--- src/rtl/jtmx5k_sndcmd_if.sv ---
// Sound command link bundle: main-CPU write side, sound-CPU ack and the latch/IRQ it sees.
// The DUT takes the slave modport; the master modport is for whatever drives the CPU side.
interface jtmx5k_sndcmd_if #(
    parameter int AW = 2
);
    logic          wr;
    logic [7:0]    din;
    logic          flush;
    logic          snd_ack;
    logic [7:0]    snd_latch;
    logic          snd_irq;
    logic [AW:0]   pending;
    logic          full;
    logic          busy;
    logic          ovf;

    modport master (
        output wr, din, flush, snd_ack,
        input  snd_latch, snd_irq, pending, full, busy, ovf
    );

    modport slave (
        input  wr, din, flush, snd_ack,
        output snd_latch, snd_irq, pending, full, busy, ovf
    );
endinterface

--- src/rtl/jtmx5k_sndcmd.sv ---
// Main-CPU side of the sound command link: queues command bytes and hands them one at a
// time to the sound CPU as a latch value plus a fixed-length IRQ pulse.
module jtmx5k_sndcmd #(
    parameter int AW     = 2,
    parameter int IRQLEN = 8,
    parameter int TOW    = 16
) (
    input  logic              i_clk,
    input  logic              i_rst,
    jtmx5k_sndcmd_if.slave    bus
);
    localparam int              DEPTH    = 2**AW;
    localparam logic [AW:0]     CNT_FULL = (AW+1)'(DEPTH);
    localparam logic [AW:0]     CNT_ZERO = {(AW+1){1'b0}};
    localparam logic [TOW-1:0]  TO_MAX   = {TOW{1'b1}};
    localparam logic [7:0]      IRQ_INIT = 8'(IRQLEN - 1);

    typedef enum logic [1:0] {
        ST_IDLE = 2'd0,
        ST_LOAD = 2'd1,
        ST_IRQ  = 2'd2,
        ST_WAIT = 2'd3
    } state_t;

    state_t          r_state;
    state_t          w_next;
    logic            w_pop;

    logic [7:0]      r_mem [DEPTH];
    logic [AW-1:0]   r_wp;
    logic [AW-1:0]   r_rp;
    logic [AW:0]     r_count;
    logic            r_ovf;
    logic [7:0]      r_latch;
    logic            r_irq;
    logic [7:0]      r_irqcnt;
    logic [TOW-1:0]  r_tocnt;
    logic            r_ack_seen;

    logic            w_full;
    logic            w_push;
    logic            w_drop;
    logic            w_irq_done;

    assign w_full     = (r_count == CNT_FULL);
    assign w_push     = bus.wr & ~bus.flush & ~w_full;
    assign w_drop     = bus.wr & ~bus.flush & w_full;
    assign w_irq_done = (r_irqcnt == 8'd0);

    // State register; flush outranks the normal transition.
    always_ff @(posedge i_clk) begin
        if (i_rst) begin
            r_state <= ST_IDLE;
        end else if (bus.flush) begin
            r_state <= ST_IDLE;
        end else begin
            r_state <= w_next;
        end
    end

    // Next-state decode; an ack arriving on the last IRQ cycle still skips WAIT.
    always_comb begin
        w_next = r_state;
        w_pop  = 1'b0;
        case (r_state)
            ST_IDLE: begin
                if (r_count != CNT_ZERO) begin
                    w_next = ST_LOAD;
                end else begin
                    w_next = ST_IDLE;
                end
            end
            ST_LOAD: begin
                w_pop  = (r_count != CNT_ZERO);
                w_next = ST_IRQ;
            end
            ST_IRQ: begin
                if (w_irq_done) begin
                    if (r_ack_seen || bus.snd_ack) begin
                        w_next = ST_IDLE;
                    end else begin
                        w_next = ST_WAIT;
                    end
                end else begin
                    w_next = ST_IRQ;
                end
            end
            ST_WAIT: begin
                if (bus.snd_ack || (r_tocnt == TO_MAX)) begin
                    w_next = ST_IDLE;
                end else begin
                    w_next = ST_WAIT;
                end
            end
            default: begin
                w_next = ST_IDLE;
            end
        endcase
    end

    // FIFO storage; no reset needed, validity is tracked by r_count.
    always_ff @(posedge i_clk) begin
        if (w_push && !i_rst) begin
            r_mem[r_wp] <= bus.din;
        end
    end

    // FIFO pointers and occupancy.
    always_ff @(posedge i_clk) begin
        if (i_rst || bus.flush) begin
            r_wp    <= {AW{1'b0}};
            r_rp    <= {AW{1'b0}};
            r_count <= CNT_ZERO;
        end else begin
            if (w_push) begin
                r_wp <= r_wp + AW'(1);
            end
            if (w_pop) begin
                r_rp <= r_rp + AW'(1);
            end
            case ({w_push, w_pop})
                2'b10:   r_count <= r_count + (AW+1)'(1);
                2'b01:   r_count <= r_count - (AW+1)'(1);
                default: r_count <= r_count;
            endcase
        end
    end

    // Sticky overflow flag.
    always_ff @(posedge i_clk) begin
        if (i_rst || bus.flush) begin
            r_ovf <= 1'b0;
        end else if (w_drop) begin
            r_ovf <= 1'b1;
        end
    end

    // Latch, IRQ pulse and the two counters; flush drops the pulse but keeps the latch.
    always_ff @(posedge i_clk) begin
        if (i_rst) begin
            r_latch    <= 8'd0;
            r_irq      <= 1'b0;
            r_irqcnt   <= 8'd0;
            r_tocnt    <= {TOW{1'b0}};
            r_ack_seen <= 1'b0;
        end else if (bus.flush) begin
            r_irq      <= 1'b0;
            r_irqcnt   <= 8'd0;
            r_tocnt    <= {TOW{1'b0}};
            r_ack_seen <= 1'b0;
        end else begin
            case (r_state)
                ST_IDLE: begin
                    r_ack_seen <= 1'b0;
                end
                ST_LOAD: begin
                    r_latch    <= r_mem[r_rp];
                    r_irq      <= 1'b1;
                    r_irqcnt   <= IRQ_INIT;
                    r_ack_seen <= r_ack_seen | bus.snd_ack;
                end
                ST_IRQ: begin
                    r_ack_seen <= r_ack_seen | bus.snd_ack;
                    if (w_irq_done) begin
                        r_irq   <= 1'b0;
                        r_tocnt <= {TOW{1'b0}};
                    end else begin
                        r_irqcnt <= r_irqcnt - 8'd1;
                    end
                end
                ST_WAIT: begin
                    r_tocnt <= r_tocnt + TOW'(1);
                end
                default: begin
                    r_irq <= 1'b0;
                end
            endcase
        end
    end

    assign bus.snd_latch = r_latch;
    assign bus.snd_irq   = r_irq;
    assign bus.pending   = r_count;
    assign bus.full      = w_full;
    assign bus.busy      = (r_state != ST_IDLE) || (r_count != CNT_ZERO);
    assign bus.ovf       = r_ovf;
endmodule

--- src/flat_wrapper.sv ---
// flat-port wrapper written by rule: the top's interface ports become plain ports
module jtmx5k_sndcmd_flat 
#(
    parameter int AW     = 2,
    parameter int IRQLEN = 8,
    parameter int TOW    = 16
)
  (i_clk, i_rst, bus_wr, bus_din, bus_flush, bus_snd_ack, bus_snd_latch, bus_snd_irq, bus_pending, bus_full, bus_busy, bus_ovf);
  jtmx5k_sndcmd_if #(.AW(AW)) bus_i ();
  input  logic i_clk;
  input  logic i_rst;
  input wire logic [$bits(bus_i.wr)-1:0] bus_wr;
  input wire logic [$bits(bus_i.din)-1:0] bus_din;
  input wire logic [$bits(bus_i.flush)-1:0] bus_flush;
  input wire logic [$bits(bus_i.snd_ack)-1:0] bus_snd_ack;
  output wire logic [$bits(bus_i.snd_latch)-1:0] bus_snd_latch;
  output wire logic [$bits(bus_i.snd_irq)-1:0] bus_snd_irq;
  output wire logic [$bits(bus_i.pending)-1:0] bus_pending;
  output wire logic [$bits(bus_i.full)-1:0] bus_full;
  output wire logic [$bits(bus_i.busy)-1:0] bus_busy;
  output wire logic [$bits(bus_i.ovf)-1:0] bus_ovf;
  assign bus_i.wr = bus_wr;
  assign bus_i.din = bus_din;
  assign bus_i.flush = bus_flush;
  assign bus_i.snd_ack = bus_snd_ack;
  assign bus_snd_latch = bus_i.snd_latch;
  assign bus_snd_irq = bus_i.snd_irq;
  assign bus_pending = bus_i.pending;
  assign bus_full = bus_i.full;
  assign bus_busy = bus_i.busy;
  assign bus_ovf = bus_i.ovf;
  jtmx5k_sndcmd #(.AW(AW), .IRQLEN(IRQLEN), .TOW(TOW)) u_core (.i_clk(i_clk), .i_rst(i_rst), .bus(bus_i));
endmodule
--- config.mk ---
export PLATFORM = sky130hd
export DESIGN_NAME = jtmx5k_sndcmd_flat
export DESIGN_NICKNAME = d
export VERILOG_FILES = /design/src/rtl/jtmx5k_sndcmd_if.sv /design/src/rtl/jtmx5k_sndcmd.sv /design/src/flat_wrapper.sv
export SDC_FILE = /design/constraint.sdc
export NUM_CORES = 1
export LEC_CHECK = 0
export ABC_AREA = 0
export BUFFER_PORTS_ARGS = -buffer_cell sky130_fd_sc_hd__buf_2
export CORE_MARGIN = 2
export CORE_UTILIZATION = 59
export DETAILED_ROUTE_END_ITERATION = 12
export PLACE_DENSITY = 0.76
export SETUP_SLACK_MARGIN = 0.1
export SYNTH_ARGS = -nofsm -noshare
export SYNTH_HDL_FRONTEND = slang
export SYNTH_SLANG_ARGS = --single-unit
--- constraint.sdc ---
create_clock -name i_clk -period 2.9 [get_ports i_clk]
set_input_delay 0.435 -clock i_clk [delete_from_list [all_inputs] [get_ports i_clk]]
set_output_delay 0.435 -clock i_clk [all_outputs]
set_load 0.01 [all_outputs]
-- After elaboration in Yosys (flattened, before gate mapping)
Memory sizes are Yosys's and may differ from the RTL's. A register that Yosys moved wholly into a read port is not among the register bits.
Cells that the tools add are included.
- add/subtract/negate cells: 6
- multipliers: 0
- divide/modulo/power cells: 0
- magnitude comparators: 0
- equality and inequality tests: 9
- shift operators: 0
- mux-type cells: 16
- bitwise operators: 6
- reduce and logical (&&, ||, !) cells: 20
- operator list (operator ; count):
    16-bit case mux with 2 select lines ; 1
    16-bit by 1-bit adder with 16-bit output, second input constant ; 1
    16-bit equality test, second input constant ; 1
    16-bit 2-to-1 mux ; 1
    8-bit case mux with 2 select lines ; 1
    2-bit nonzero test ; 5
    8-bit zero test ; 1
    8-bit 2-to-1 mux ; 1
    2-bit case mux with 4 select lines ; 1
    2-bit AND reduction ; 4
    8-bit by 1-bit subtractor with 8-bit output, second input constant ; 1
    2-bit equality test, second input constant ; 3
    2-bit 2-to-1 mux ; 3
    3-bit case mux with 2 select lines ; 1
    1-bit 2-to-1 mux ; 5
    2-bit by 1-bit adder with 2-bit output, second input constant ; 2
    2-bit by 1-bit equality test with 1-bit output, second input constant ; 2
    1-bit logical OR ; 4
    1-bit case mux with 2 select lines ; 2
    2-bit OR reduction ; 2
    3-bit by 1-bit adder with 3-bit output, second input constant ; 1
    1-bit AND ; 3
    3-bit equality test, second input constant ; 1
    3-bit nonzero test ; 1
    other kinds (8) ; 9
- register bits: 36
- latch bits: 0
- RAM bits: 32
- memory bits (read-only): 0
- input bits: 13
- output and inout port bits: 15
- logic and storage cells: 67
- memories: 1
- memories (name ; depth ; bits a word ; read ports ; clocked after memory_dff ; wr ports ; line ; RTL):
    u_core.r_mem ; 4 ; 8 ; 1 ; 1 ; 1 ; jtmx5k_sndcmd.sv:29 ; logic [7:0] r_mem [DEPTH];

-- Longest topological paths before layout
Gate-level depths: netlist of run 1.
- depth in word-level cells: 6
- mapped depth: 8
- depth with buffers taken out: 8

-- Worst setup path before layout of run 1
No wires, ideal clock.
- kind: reg2reg
- from: register u_core.r_count[0], in the netlist u_core.bus.pending[0]
- to: register u_core.r_count[2], in the netlist u_core.bus.pending[2]
- setup time: 0.071 ns
- arrival time: 2.241 ns
- required time: 2.829 ns
- path slack: 0.588 ns
- stages on the path, launching flop included: 9
- buffers on the path: 0
- period minus slack after synthesis: 2.312 ns
- cells stage by stage: dfxtp_1 nor3b_1 nor3b_1 inv_1 ha_1 fa_1 xnor2_1 or3_1 a21oi_1
- word-level cells in the longest chain between the ends: 5
- elaborated cells on any way between the ends: 11
- classes of those cells: add/sub: 2; eq/ne: 3; mux: 2; bitwise: 2; reduce/logical: 2
- ends and longest elaborated chain (item ; line ; RTL):
    start, declared ; jtmx5k_sndcmd.sv:32 ; logic [AW:0] r_count;
    start signal, assigned ; jtmx5k_sndcmd.sv:122 ; 2'b10: r_count <= r_count + (AW+1)'(1);
    start signal, assigned ; jtmx5k_sndcmd.sv:123 ; 2'b01: r_count <= r_count - (AW+1)'(1);
    start signal, assigned ; jtmx5k_sndcmd.sv:124 ; default: r_count <= r_count;
    3-bit equality test (*) ; jtmx5k_sndcmd.sv:45 ; assign w_full = (r_count == CNT_FULL);
    named net bus_full ; flat_wrapper.sv:19 ; output wire logic [$bits(bus_i.full)-1:0] bus_full;
    1-bit NOT (*) ; jtmx5k_sndcmd.sv:46 ; assign w_push = bus.wr & ~bus.flush & ~w_full;
    1-bit AND (*) ; jtmx5k_sndcmd.sv:46 ;
    2-bit by 1-bit equality test with 1-bit output or 2-bit equality test (tied branches) ; jtmx5k_sndcmd.sv:121 ; case ({w_push, w_pop})
    3-bit case mux with 2 select lines or 2-bit nonzero test (tied branches) ; n/a ;
Mark *: on every way through the listed nets, which the timed path passes. The rest lies on a longest branch.
A chain may end at the register's enable or synchronous reset.

-- Worst setup path after layout of run 1
- from: register u_core.r_count[0], in the netlist u_core.bus.pending[0]
- to: register u_core.r_count[2], in the netlist u_core.bus.pending[2]
- word-level cells in the longest chain between the ends: 5
- elaborated cells on any way between the ends: 11
- classes of those cells: add/sub: 2; eq/ne: 3; mux: 2; bitwise: 2; reduce/logical: 2
- ends and longest elaborated chain (item ; line):
    3-bit equality test ; jtmx5k_sndcmd.sv:45
    1-bit NOT ; jtmx5k_sndcmd.sv:46
    1-bit AND ; jtmx5k_sndcmd.sv:46
    2-bit by 1-bit equality test with 1-bit output or 2-bit equality test (tied branches) ; jtmx5k_sndcmd.sv:121
    3-bit case mux with 2 select lines or 2-bit nonzero test (tied branches) ; n/a
Several ways; a longest one is shown, not always the timed one.

==> key figures, run 1 <==
Detailed routing
  – Vias: 2393
  – DR pass1 iterations: 4
  – Final WL: 6080 um
  – Iteration-0 DRC Markers: 174
  – # DRC: 0
  – Avg WL per Cell: 15.1 um
  – DR vias/cell: 5.94
  – Final ANT Viol Nets: 0

Layout
  – Synthesis-to-finish area growth: 10.9%
  – Number of fill cells: 420
  – # nets final: 353
  – Layout Cells excl Fill: 403
  – Ant. Diodes: 0
  – Layout cells sized above 1: 17.8%

STA
  – Worst hold slack: 0.304 ns
  – Fin. Hold Viols: 0
  – Tmin final: 2.37 ns
  – Final Skew: 0.00872 ns
  – Actual slew at the worst max-slew pin: 1.02 ns
  – Setup violators final: 0
  – RSZ-0062 raised after global routing: no
  – Setup slack after layout: 0.529 ns
  – Final worst-path cycle share: 81.8%
  – Setup TNS: 0 ns
  – Slew Viols, Final: 0
  – Slew margin rel.: 31.9%
  – Fmax: 0.422 GHz

Synthesis
  – Post-synth top cells: 44 x dfxtp_1, 33 x nand2_1, 32 x edfxtp_1
  – Post-Syn Instances: 300
  – Number of synthesized flops with an enable pin: 32
  – Syn avg cell area: 11.2 um^2
  – Synth unique cells: 47
  – Top-count cell post-synth: dfxtp_1
  – Synth area leader: edfxtp_1
  – Synthesized Nets: 327
  – FF+latch count, synth: 76
  – Register area share after synthesis: 54.6%
  – Synth Flop Type: dfxtp_1
  – Synth warn: 0
  – Top cells by area, synth: edfxtp_1 28%, dfxtp_1 26%, mux4_2 5.3%
  – Post-synthesis async set-or-reset flop share: 0%
  – Post-synth top area share: 28.5%
  – Cell area after synthesis: 3370 um^2

Floorplan
  – Top Ports: 28
  – Starting Density: 61.2%
  – Core box area: 5510 um^2
  – Die Span X: 79.6 um
  – Row count: 27
  – Die Y: 79.6 um
  – Area of the die: 6340 um^2

Placed design
  – Post-DP HPWL: 4140 um
  – Cell total after placement: 387
  – RD Place Congestion: 0.832
  – IO buf count: 27
  – Worst slack at placement: 0.531 ns

CTS
  – CTS tree: built
  – Maximum clock path buffer count: 2
  – # hold bufs at CTS: 0
  – Clock latency on the worst-skew pair: 0.34 ns
  – Sink Count: 76
  – Clock root buffer: clkbuf_8
  – CTS H-tree depth: 3
  – Clock-pin slew on the worst setup and hold paths: 0.08 ns
  – Post-CTS Setup Inserts: 0
  – TritonCTS buffer count: 9
  – Resized cells post-CTS: 0

Power and ir drop
  – Leakage: 1.27 nW
  – Pwr dens: 533 nW/um^2
  – Worst VDD drop: 0.400 mV

Worst setup path
  – WS Path Type: reg -> reg
  – Crit-path max cell delay: 0.46 ns
  – CP Buf/Inv Count: 1
  – Critical path, cell by cell: nor3b_1 -> nor3b_1 -> inv_1 -> ha_1 -> fa_1 -> xnor2_1 -> or3_1 -> a21oi_1
  – Setup crit start kind: flop
  – Slowest CP cell: dfxtp_1
  – Max FO, Critical Path: 6
  – Cell family with most CP delay: simple AND/OR/NAND/NOR gates
  – Worst setup EP type: flop
  – Data arrival, critical path: 2.64 ns
  – Most used cell, CP: nor3b_1
  – CP required: 3.17 ns

Run
  – Max-cap viol count: 0

Global route
  – First-pass GRT wire length: 10100 um
  – Largest net degree at the start of global routing: 31
  – Vias in the first global route: 2187
  – GR Overflow Total: 0
  – Initial antenna violation count: 0
  – Overall routing resource usage: 21.0%

Run status
  – Outcome: finished, final reports clean

Worst hold path
  – Hold Crit Class: in -> reg
## final timing paths
| kind | start | endpoint | slack, ns | depth (start not counted) |
|---|---|---|---|---|
| max | u_core.bus.pending[0] | u_core.bus.pending[2] | 0.53 | 8 |
| min | bus_din[5] | u_core.r_mem[2][5] | 0.30 | 1 |
| max reg2reg | u_core.bus.pending[0] | u_core.bus.pending[2] | 0.53 | 8 |
| min reg2reg | u_core.bus.snd_latch[4] | u_core.bus.snd_latch[4] | 0.45 | 2 |
## per-layer routing
| metal | up-vias | global-route usage, % | share of wire (%) | routed length (um) |
|---|---|---|---|---|
| li1 | 1177 | - | - | - |
| met1 | 1141 | 27.9 | 46 | 2810 |
| met2 | 64 | 33.3 | 47 | 2870 |
| met3 | 11 | 4.41 | 4.9 | 301 |
| met4 | 0 | 8.97 | 1.7 | 105 |
| met5 | - | 0 | 0 | 0 |
## power breakdown
group          switching [mW]  internal (mW)  total [mW]
clock                   0.397          0.400       0.797
combinational          0.0420         0.0266      0.0686
sequential            0.00621           1.12        1.13
## registers in the layout, summed over array words and instances (netlist names)
signal and cells:
u_core.r_irqcnt 8, u_core.r_ack_seen 1, u_core.bus.ovf 1, u_core.r_state 2
u_core.r_wp 2, u_core.r_tocnt 16, u_core.bus.snd_latch 8, u_core.bus.snd_irq 1
u_core.bus.pending 3, u_core.r_rp 2, u_core.r_mem 32
## kinds of logic (layout without fill, tap and decap cells)
logic type,count (synthesis),after routing,share of synthesized area (%)
AO/OA/AOI/OAI,67,67,11.9
XOR/XNOR,5,5,1.30
adder cells (fa/ha/maj),14,14,5.42
buffers and inverters,22,53,2.86
flip-flops,76,76,54.6
multiplexers,11,11,6.31
AND/OR/NAND/NOR,105,105,17.6
## cell usage in the layout (no fill, tap or decap), types with 9 or more instances in the layout
cell and count:
o31ai_1 9, ha_1 13, a21oi_1 31, or4_1 9
nor2_1 14, dfxtp_1 44, edfxtp_1 32, buf_2 27
nand2_1 33, o21ai_0 13, clkbuf_8 9, inv_1 9
## metrics by stage
step	power, mW	utilization [%]	cell area [um^2]
3_5_place_dp	1.22	64.3	3540
5_1_grt	2.05	67.9	3740
4_1_cts	2.00	67.9	3740
6_report	1.99	67.9	3740
2_1_floorplan	1.19	-	3370
3_3_place_gp	1.22	64.3	3540
## final cells by class
type	count	area (um^2)	share of cell area (%)
Clock buffer	9	124	3.31
Clock inverter	7	73.8	1.97
Inverter	9	33.8	0.903
Multi-Input combinational cell	202	1430	38.3
Sequential cell	76	1840	49.2
Tap cell	72	90.1	2.41
Timing Repair Buffer	28	143	3.81
Power figures use the tool's default switching activity.
==> inputs of run 2 (changes only) <==
--- a/config.mk
+++ b/config.mk
@@ -8,9 +8,9 @@
 export ABC_AREA = 0
 export BUFFER_PORTS_ARGS = -buffer_cell sky130_fd_sc_hd__buf_2
 export CORE_MARGIN = 2
-export CORE_UTILIZATION = 59
+export CORE_UTILIZATION = 53
 export DETAILED_ROUTE_END_ITERATION = 12
-export PLACE_DENSITY = 0.76
+export PLACE_DENSITY = 0.72
 export SETUP_SLACK_MARGIN = 0.1
 export SYNTH_ARGS = -nofsm -noshare
 export SYNTH_HDL_FRONTEND = slang
==> constraint.sdc (replaced) <==
create_clock -name i_clk -period 2 [get_ports i_clk]
set_input_delay 0.3 -clock i_clk [delete_from_list [all_inputs] [get_ports i_clk]]
set_output_delay 0.3 -clock i_clk [all_outputs]
set_load 0.01 [all_outputs]
==> key figures, run 2 (synthesis gave the netlist of run 1 again) <==
Worst setup path
  – Worst reg2reg endpoint: u_core.bus.pending[2]
  – WS Path Type: reg -> reg
  – Critical path, cell by cell: nor3b_4 -> nor3b_2 -> inv_1 -> ha_2 -> fa_2 -> xnor2_1 -> or3_1 -> a21oi_1
  – Slowest CP cell: dfxtp_2
  – Data arrival, critical path: 2.28 ns
  – Reg-to-Reg Start: u_core.bus.pending[2]
  – R2R cell count: 8
  – Cell family with most CP delay: simple AND/OR/NAND/NOR gates
  – Crit-path max cell delay: 0.34 ns
  – CP Buf/Inv Count: 1
  – Worst reg-to-reg setup slack: -0.01 ns
  – CP required: 2.27 ns
  – Worst setup EP type: flop
  – Setup crit start kind: flop
  – Max FO, Critical Path: 6

CTS
  – Clock-pin slew on the worst setup and hold paths: 0.08 ns
  – TritonCTS buffer count: 9
  – Sink Count: 76
  – CTS H-tree depth: 3
  – CTS tree: built
  – Maximum clock path buffer count: 2
  – Clock latency on the worst-skew pair: 0.35 ns
  – Clock root buffer: clkbuf_8

Layout
  – Commonest cells after routing, fill and taps aside: 38 x dfxtp_1, 33 x nand2_1, 32 x edfxtp_1, 29 x a21oi_1, 28 x buf_2
  – # nets final: 378
  – Ant. Diodes: 0
  – Layout cells sized above 1: 28.7%
  – Reg with most FFs: u_core.r_mem
  – Number of fill cells: 529
  – Design area: 3990 um^2
  – Fin util: 64.0%
  – Commonest non-fill, non-tap cell in the layout: dfxtp_1
  – FF+latch area: 1850 um^2
  – Largest regs: u_core.r_mem x32, u_core.r_tocnt x16
  – Synthesis-to-finish area growth: 18.4%
  – Max reg flops: 32
  – Area of the multi-input gates: 1510 um^2

Placed design
  – Post-DP HPWL: 4490 um
  – IO buf count: 27
  – RD Place Congestion: 0.788
  – Placed instance area: 3720 um^2

STA
  – Slew Viols, Final: 0
  – Final Skew: 0.00827 ns
  – Fin. Hold Viols: 0
  – Final worst-path cycle share: 101%
  – RSZ-0062 raised after global routing: yes
  – Slew margin rel.: 69.2%
  – Fmax: 0.497 GHz
  – Actual slew at the worst max-slew pin: 0.462 ns
  – Tmin final: 2.01 ns
  – Setup slack after layout: -0.0104 ns
  – Setup violators final: 1

Detailed routing
  – Final ANT Viol Nets: 0
  – Final WL: 6570 um
  – DR pass1 iterations: 4
  – Max layer used: met4
  – Metal3 WL: 197 um
  – Met2 WL post-DR: 3110 um
  – Avg WL per Cell: 15.2 um
  – WL met1: 3160 um
  – Iteration-0 DRC Markers: 86
  – Vias: 2438
  – DR vias/cell: 5.63
  – # DRC: 0

Global route
  – First-pass GRT wire length: 11000 um
  – Vias in the first global route: 2397
  – Initial antenna violation count: 0
  – Overall routing resource usage: 19.8%
  – GR Overflow Total: 0
  – Largest net degree at the start of global routing: 16

Power and ir drop
  – Worst VDD drop: 0.505 mV
  – Pwr dens: 698 nW/um^2
  – Final Power: 2.79 mW
  – Leakage: 1.40 nW

Floorplan
  – Area of the die: 7020 um^2
  – Die Y: 83.8 um
  – Starting Density: 54.0%
  – Core box area: 6240 um^2
  – Die Span X: 83.8 um
  – Row count: 29
  – Top Ports: 28

Worst hold path
  – Hold Crit Class: in -> reg
  – Min-delay src: bus_din[2]
  – Worst Hold End: u_core.r_mem[2][2]
  – Worst hold path depth: 1

Run
  – Max-cap viol count: 0

Run status
  – Outcome: finished with violations
  – Failing checks: negative setup slack
run 2: through the flow:
| stage | worst slack (ns) | hold WS (ns) | TNS, ns | std cells |
|---|---|---|---|---|
| final | -0.0104 | 0.167 | -0.0104 | 433 |
| after global routing | -0.0744 | 0.150 | -0.0843 | 433 |
| after CTS | 0.0176 | 0.153 | 0 | 432 |
| after detailed placement | -0.0794 | 0.447 | -0.0794 | 412 |
| after global placement | 0.0237 | 0.442 | 0 | 412 |
| after floorplan | 0.00919 | 0.399 | 0 | 300 |
run 2: worst register-to-register path, delay by kind of cell, from the launching register on:
family          cells  cell delay (ns)
xor+xnor            1             0.14
buf+inv             1             0.10
simple gates        3             0.67
compound gates      1             0.14
fa+ha+maj           2             0.55
flops               1             0.34
run 2: worst max path at each step:
stage	slack (ns)	startpoint	endpoint	depth (start not counted)
2_1_floorplan	0.009	u_core.bus.pending[2]	u_core.bus.pending[2]	8
3_3_place_gp	0.02	u_core.r_state[1]	u_core.bus.pending[2]	8
3_5_place_dp	-0.08	u_core.r_state[1]	u_core.bus.pending[2]	8
4_1_cts	0.02	u_core.bus.pending[2]	u_core.bus.pending[2]	8
5_1_grt	-0.07	u_core.bus.pending[2]	u_core.bus.pending[2]	8
6_report	-0.01	u_core.bus.pending[2]	u_core.bus.pending[2]	8
run 2: layout make-up:
cell class,count,share of cell area [%]
clock buffers,12,3.64
inverters,9,0.846
repair buffers,53,8.31
multi-input cells,202,37.7
flip-flops and latches,76,46.4
well taps,77,2.41
clock inverters,4,0.658
run 2: timing repair:
| item | CTS | global route |
|---|---|---|
| endpoints found under the setup margin | 16 | 41 |
| hold buffers | 0 | 0 |
| resized for setup | 8 | 10 |
| pin swaps | 3 | 1 |
| buffers inserted | 3 | 1 |
| gates cloned | 1 | 0 |
run 2: power breakdown:
group / switching [mW] / internal [mW]
logic: 0.0703 / 0.0541
registers: 0.00751 / 1.62
clock network: 0.549 / 0.481
run 2: layer usage:
layer / global-route usage (%) / up-vias
met5: 0 / -
li1: - / 1216
met1: 26.2 / 1169
met4: 9.09 / 0
met3: 5.14 / 8
met2: 30.6 / 45
